--- config.mk ---
export PLATFORM = sky130hd
export DESIGN_NAME = img_frame_loader_flat
export DESIGN_NICKNAME = d
export VERILOG_FILES = /design/src/rtl/traffic_pkg.sv /design/src/rtl/img_frame_loader_if.sv /design/src/rtl/popcount8.sv /design/src/rtl/img_frame_loader.sv /design/src/flat_wrapper.sv
export SDC_FILE = /design/constraint.sdc
export NUM_CORES = 2
export LEC_CHECK = 0
export CAP_MARGIN = 20
export CORE_AREA = 5 5 404 406
export CTS_CLUSTER_DIAMETER = 200
export DETAILED_ROUTE_END_ITERATION = 7
export DIE_AREA = 0 0 409 411
export DONT_BUFFER_PORTS = 1
export MAX_ROUTING_LAYER = met4
export PLACE_DENSITY_LB_ADDON = 0.3
export SYNTH_ARGS = -nofsm -noshare
export SYNTH_HDL_FRONTEND = slang
export SYNTH_SLANG_ARGS = --single-unit
--- constraint.sdc ---
create_clock -name clk -period 2.31 [get_ports clk]
set_input_delay 0.231 -clock clk [delete_from_list [all_inputs] [get_ports clk]]
set_output_delay 0.231 -clock clk [all_outputs]
set_load 0.05 [all_outputs]
--- src/rtl/traffic_pkg.sv ---
// traffic_pkg: shared frame geometry constants and loader state encoding
package traffic_pkg;
    localparam int FRAME_BITS  = 1024;
    localparam int FRAME_BYTES = 128;
    localparam int IDX_W       = 7;
    localparam int PIX_W       = 11;
    typedef enum logic [1:0] {FILL, DROP, PEND} loader_state_t;
endpackage

--- src/rtl/img_frame_loader_if.sv ---
// img_frame_loader_if: byte-stream input and frame output handshakes of the image loader
interface img_frame_loader_if #(
    parameter int DATA_W     = 8,
    parameter int FRAME_BITS = 1024
);
    logic [DATA_W-1:0]     s_data;
    logic                  s_valid;
    logic                  s_last;
    logic                  s_ready;
    logic [FRAME_BITS-1:0] img_data;
    logic                  out_valid;
    logic                  out_ready;
    logic                  frame_err;
    logic [7:0]            frame_cnt;
    logic [10:0]           pix_count;
    modport master (
        output s_data, s_valid, s_last, out_ready,
        input  s_ready, img_data, out_valid, frame_err, frame_cnt, pix_count
    );
    modport slave (
        input  s_data, s_valid, s_last, out_ready,
        output s_ready, img_data, out_valid, frame_err, frame_cnt, pix_count
    );
endinterface

--- src/rtl/popcount8.sv ---
// popcount8: number of set bits in a byte
module popcount8 (
    input  logic [7:0] din,
    output logic [3:0] cnt
);
    // sum the individual bits
    always_comb begin
        cnt = '0;
        for (int i = 0; i < 8; i++) cnt = cnt + {3'd0, din[i]};
    end
endmodule

--- src/rtl/img_frame_loader.sv ---
// img_frame_loader: assembles 128 bytes into a held 1024-bit frame; IMG_LOADER_PIXCOUNT_EN adds a set-pixel count
module img_frame_loader
    import traffic_pkg::loader_state_t, traffic_pkg::FILL, traffic_pkg::DROP, traffic_pkg::PEND,
           traffic_pkg::IDX_W, traffic_pkg::PIX_W, traffic_pkg::FRAME_BYTES;
#(
    parameter int DATA_W     = 8,
    parameter int FRAME_BITS = 1024
) (
    input  logic clk,
    input  logic rst_n,
    img_frame_loader_if.slave bus
);
    loader_state_t         state_q, state_d;
    logic [IDX_W-1:0]      idx_q, idx_d;
    logic [FRAME_BITS-1:0] fill_q, fill_d, img_q, img_d;
    logic [7:0]            cnt_q, cnt_d;
    logic                  ov_q, ov_d, s_ready_q, s_ready_d, err_q, err_d;
    logic                  take, last_byte, load;

    assign take      = bus.s_valid & s_ready_q;
    assign last_byte = idx_q == IDX_W'(FRAME_BYTES - 1);
    assign load      = state_q == PEND & (~ov_q | bus.out_ready);

    // byte assembly: bytes shift in from the bottom so byte 0 ends up in the top bits
    always_comb begin
        state_d = state_q;
        idx_d   = idx_q;
        fill_d  = fill_q;
        err_d   = 1'b0;
        if (state_q == FILL && take) begin
            fill_d  = {fill_q[FRAME_BITS-DATA_W-1:0], bus.s_data};
            idx_d   = bus.s_last ? '0 : idx_q + IDX_W'(1);
            err_d   = bus.s_last ^ last_byte;
            state_d = last_byte ? (bus.s_last ? PEND : DROP) : FILL;
        end else if (state_q == DROP && take && bus.s_last) begin
            state_d = FILL;
            idx_d   = '0;
        end else if (load) begin
            state_d = FILL;
            idx_d   = '0;
        end
        s_ready_d = state_d != PEND;
        img_d     = load ? fill_q : img_q;
        ov_d      = load | (ov_q & ~bus.out_ready);
        cnt_d     = cnt_q + {7'd0, load};
    end

    // state and output registers
    always_ff @(posedge clk) begin
        if (!rst_n) begin
            state_q   <= FILL;
            idx_q     <= '0;
            fill_q    <= '0;
            img_q     <= '0;
            cnt_q     <= '0;
            ov_q      <= 1'b0;
            s_ready_q <= 1'b0;
            err_q     <= 1'b0;
        end else begin
            state_q   <= state_d;
            idx_q     <= idx_d;
            fill_q    <= fill_d;
            img_q     <= img_d;
            cnt_q     <= cnt_d;
            ov_q      <= ov_d;
            s_ready_q <= s_ready_d;
            err_q     <= err_d;
        end
    end

    assign bus.s_ready   = s_ready_q;
    assign bus.img_data  = img_q;
    assign bus.out_valid = ov_q;
    assign bus.frame_err = err_q;
    assign bus.frame_cnt = cnt_q;

`ifdef IMG_LOADER_PIXCOUNT_EN
    logic [3:0]       pc;
    logic [PIX_W-1:0] acc_q, acc_d, pix_q, pix_d;

    popcount8 u_popcount8 (.din(bus.s_data), .cnt(pc));

    // running set-pixel count: restarts on a frame's first byte, clears on a malformed frame
    always_comb begin
        acc_d = acc_q;
        if (state_q == FILL && take)
            acc_d = err_d ? '0 : (idx_q == '0 ? PIX_W'(pc) : acc_q + PIX_W'(pc));
        pix_d = load ? acc_q : pix_q;
    end

    // count registers, published alongside the frame
    always_ff @(posedge clk) begin
        if (!rst_n) begin
            acc_q <= '0;
            pix_q <= '0;
        end else begin
            acc_q <= acc_d;
            pix_q <= pix_d;
        end
    end

    assign bus.pix_count = pix_q;
`else
    assign bus.pix_count = '0;
`endif
endmodule

--- src/flat_wrapper.sv ---
// flat-port wrapper written by rule: the top's interface ports become plain ports
module img_frame_loader_flat import traffic_pkg::loader_state_t, traffic_pkg::FILL, traffic_pkg::DROP, traffic_pkg::PEND,
           traffic_pkg::IDX_W, traffic_pkg::PIX_W, traffic_pkg::FRAME_BYTES;
#(
    parameter int DATA_W     = 8,
    parameter int FRAME_BITS = 1024
)
  (clk, rst_n, bus_s_data, bus_s_valid, bus_s_last, bus_out_ready, bus_s_ready, bus_img_data, bus_out_valid, bus_frame_err, bus_frame_cnt, bus_pix_count);
  img_frame_loader_if #(.DATA_W(DATA_W), .FRAME_BITS(FRAME_BITS)) bus_i ();
  input  logic clk;
  input  logic rst_n;
  input wire logic [$bits(bus_i.s_data)-1:0] bus_s_data;
  input wire logic [$bits(bus_i.s_valid)-1:0] bus_s_valid;
  input wire logic [$bits(bus_i.s_last)-1:0] bus_s_last;
  input wire logic [$bits(bus_i.out_ready)-1:0] bus_out_ready;
  output wire logic [$bits(bus_i.s_ready)-1:0] bus_s_ready;
  output wire logic [$bits(bus_i.img_data)-1:0] bus_img_data;
  output wire logic [$bits(bus_i.out_valid)-1:0] bus_out_valid;
  output wire logic [$bits(bus_i.frame_err)-1:0] bus_frame_err;
  output wire logic [$bits(bus_i.frame_cnt)-1:0] bus_frame_cnt;
  output wire logic [$bits(bus_i.pix_count)-1:0] bus_pix_count;
  assign bus_i.s_data = bus_s_data;
  assign bus_i.s_valid = bus_s_valid;
  assign bus_i.s_last = bus_s_last;
  assign bus_i.out_ready = bus_out_ready;
  assign bus_s_ready = bus_i.s_ready;
  assign bus_img_data = bus_i.img_data;
  assign bus_out_valid = bus_i.out_valid;
  assign bus_frame_err = bus_i.frame_err;
  assign bus_frame_cnt = bus_i.frame_cnt;
  assign bus_pix_count = bus_i.pix_count;
  img_frame_loader #(.DATA_W(DATA_W), .FRAME_BITS(FRAME_BITS)) u_core (.clk(clk), .rst_n(rst_n), .bus(bus_i));
endmodule
==> impl_metrics.tcl <==
set metrics [dict create \
    status "completed" \
    power_per_cell_area_nw_per_um2 886 \
    path_max_fanout 5 \
    rsz0062_at_grt "true" \
    p_comb_frac 0.023 \
    synth-main-ff-cell "dfxtp_1" \
    intPower_w 0.0550 \
    rr_startpoint "u_core.idx_q[0]" \
    yosys_warnings 0 \
    multiInputGateArea_um2 26200 \
    fin_util 0.500 \
    die_y_um 411 \
    dr_total_vias 58300 \
    antenna_found_initial 2 \
    drt_first_pass_iters 6 \
    worstHoldStart "bus_s_data[3]" \
    worstHoldEndpoint "u_core.fill_q[3]" \
    die_w_um 409 \
    start_util 0.443 \
    grt_max_degree 127 \
    dieArea_um2 168000 \
    nFillCells 15200 \
    drc 0 \
    finalInstanceArea_um2 79700 \
    io_pins 1059 \
    clk_path_buf_depth 3 \
    synthArstFlopShare 0 \
    area.sequential_um2 41400 \
    slew_viol_final 0 \
    hold_viol_final 0 \
    drtIter0Drc 5426 \
    groute.usage.overall 0.260 \
    synth.largest_area_cell "dfxtp_1" \
    timing.final.setup_violations 0 \
    mappedNetlistArea_um2 70700 \
    hp-class "in2reg" \
    layout.nets 8727 \
    post_drt_wl_per_cell_um 20.4 \
    p_leak_nw 25.4 \
    switching_power_w 0.0157 \
    crit_type "reg2reg" \
    post-cts-setup-buffer-count 0 \
    cts_tree "built" \
    netlist_top_cells_area "dfxtp_1 59%, nand2_1 22%, a21oi_1 15%, buf_2 2.4%, clkbuf_1 1.6%" \
    drive_above_1_share 0.0597 \
    max_cap_violations 0 \
    period_minus_slack_ps 2210 \
    peakVddDrop_uv 749 \
    yosysSeqAreaShare 0.586 \
    tightest_slew_ps 824 \
    ant_nets 0 \
    fin_crit_sh 0.957 \
    reg2reg_slack_ps 100 \
    area_delta_synth_final_pct 12.8 \
    grt.overflow.total 0 \
    cp.arrival_ps 2980 \
    synth.ff_latch_count 2068 \
    synth-edff-count 0 \
    routabilityCongestion 0.915 \
    startpoint_type "register" \
    dpl.hpwl_mm 156 \
    portBuffers 0 \
    numCtsBuffers 201 \
    swShare 0.222 \
    cts-root-buf "clkbuf_16" \
    endpoint_kind "register" \
    grt_pass1_wl_mm 336 \
    fin_worst_skew_ps 54.3 \
    syn_inst 8986 \
    cts_sinks 2068 \
    holdWs_ps 76.9 \
    synthDominantCellAreaShare 0.586 \
    core_area_um2 159000 \
    hold_depth 3 \
    total_power_w 0.0707 \
    place_area_um2 72800 \
    fmax_mhz 453 \
    required_ps 3080 \
    clk_pin_slew_worst_paths_ps 60 \
    rows 147 \
    routed_wl_mm 224 \
    r2r_end "u_core.state_q[0]" \
    grt_pass1_vias 54100 \
    routed_via_density 5.32 \
    cts.htree.levels 4 \
    synthDistinctLibCells 35 \
    timing.slew.headroom 0.450 \
    clkPwrFrac 0.472 \
    clk_latency_ps 860 \
    pwr-share-seq 0.505 \
    synth.avg_cell_area_um2 7.87 \
    ff2ff_path_depth 9 \
]
[layout by cell type (no fill, tap or decap), types with 5 or more instances in the layout]
cell           count
buf_4             97
inv_6              5
nand2_1         4100
clkinv_16          5
nand3_1           10
conb_1            11
bufinv_16         10
nor2_1             7
dfxtp_1         2066
clkbuf_8          53
a21oi_1         2056
clkbuf_1          40
buf_12            92
clkinvlp_4         7
dlygate4sd3_1     13
clkinv_2          41
clkbuf_16        202
[routing by layer]
metal,up-vias,part of all wire,global-route usage
met4,0,0.043,0.105
met5,-,0,-
met2,1953,0.46,0.404
met3,409,0.099,0.0960
li1,28300,-,-
met1,27700,0.40,0.306
[area by class of cell]
class,instances,area share
inverters,6,0.000471
flip-flops and latches,2068,0.519
clock buffers,295,0.0744
multi-input cells,6229,0.328
well taps,2086,0.0327
repair buffers,203,0.0340
diodes,2,0.0000628
clock inverters,74,0.0108
[power groups by stage]
stage | combinational [W] | sequential [W] | clock, W
after global routing | 0.00175 | 0.0357 | 0.0353
after global placement | 0.00159 | 0.0365 | 0
after CTS | 0.00162 | 0.0357 | 0.0339
after detailed placement | 0.00160 | 0.0365 | 0
final | 0.00163 | 0.0357 | 0.0334
after floorplan | 0.00108 | 0.0365 | 0
[logic make-up after synthesis]
family          after synthesis  share of synthesized area
flops                      2068                      0.586
buf+inv                     699                     0.0449
simple gates               4139                      0.221
fa+ha+maj                     5                   0.000885
compound gates             2068                      0.147
xor+xnor                      6                   0.000744
other cells                   1                  0.0000531
[how the worst max path moves through the flow]
| stage | startpoint | to | slack, ps | cells after the start |
|---|---|---|---|---|
| 2_1_floorplan | u_core.bus.out_valid | u_core.bus.frame_cnt[5] | 190 | 10 |
| 3_3_place_gp | u_core.state_q[0] | u_core.bus.img_data[778] | 230 | 6 |
| 3_5_place_dp | u_core.state_q[0] | u_core.bus.img_data[796] | 160 | 6 |
| 4_1_cts | u_core.idx_q[1] | u_core.state_q[0] | 50 | 9 |
| 5_1_grt | u_core.idx_q[0] | u_core.state_q[0] | -40 | 9 |
| 6_report | u_core.idx_q[0] | u_core.state_q[0] | 100 | 9 |
[timing repair]
action / in CTS / in global routing
endpoints found under the hold margin: 304 / 0
setup endpoints to repair: 0 / 11
hold buffers: 13 / 0
resized for setup: 0 / 5
[flip-flops by register name (all words and copies together) (netlist names)]
name,count
u_core.bus.s_ready,1
u_core.bus.img_data,1024
u_core.bus.frame_cnt,8
u_core.bus.frame_err,1
u_core.bus.out_valid,1
u_core.idx_q,7
u_core.fill_q,1024
u_core.state_q,2
[critical path, cell delays in order (launching register included)]
cell and delay [ps]:
dfxtp_2 350, ha_2 210, and3_1 190, nand3_1 150, nor2_2 150, ha_1 160, a21oi_1 60, a31o_2 240
nor2_1 90, dlygate4sd3_1 560
[per-stage QoR]
stage               setup slack (ps)  instances  TNS [ps]
floorplan                        186       8996         0
global placement                 226      10600         0
detailed placement               161      10600         0
CTS                             53.6      11000         0
global route                   -40.7      11000     -40.7
finish                           100      11000         0
[synth_stat cells (all sizes together) (3+ instances only)]
library cell,count
o21ai,5
xor2,4
and3,4
nand2,4101
nor2,8
inv,6
clkbuf,296
nand3,10
dfxtp,2068
a21oi,2056
nor3,4
ha,5
buf,397
nand2b,3
Note: power is estimated with default switching activity, not from simulation.
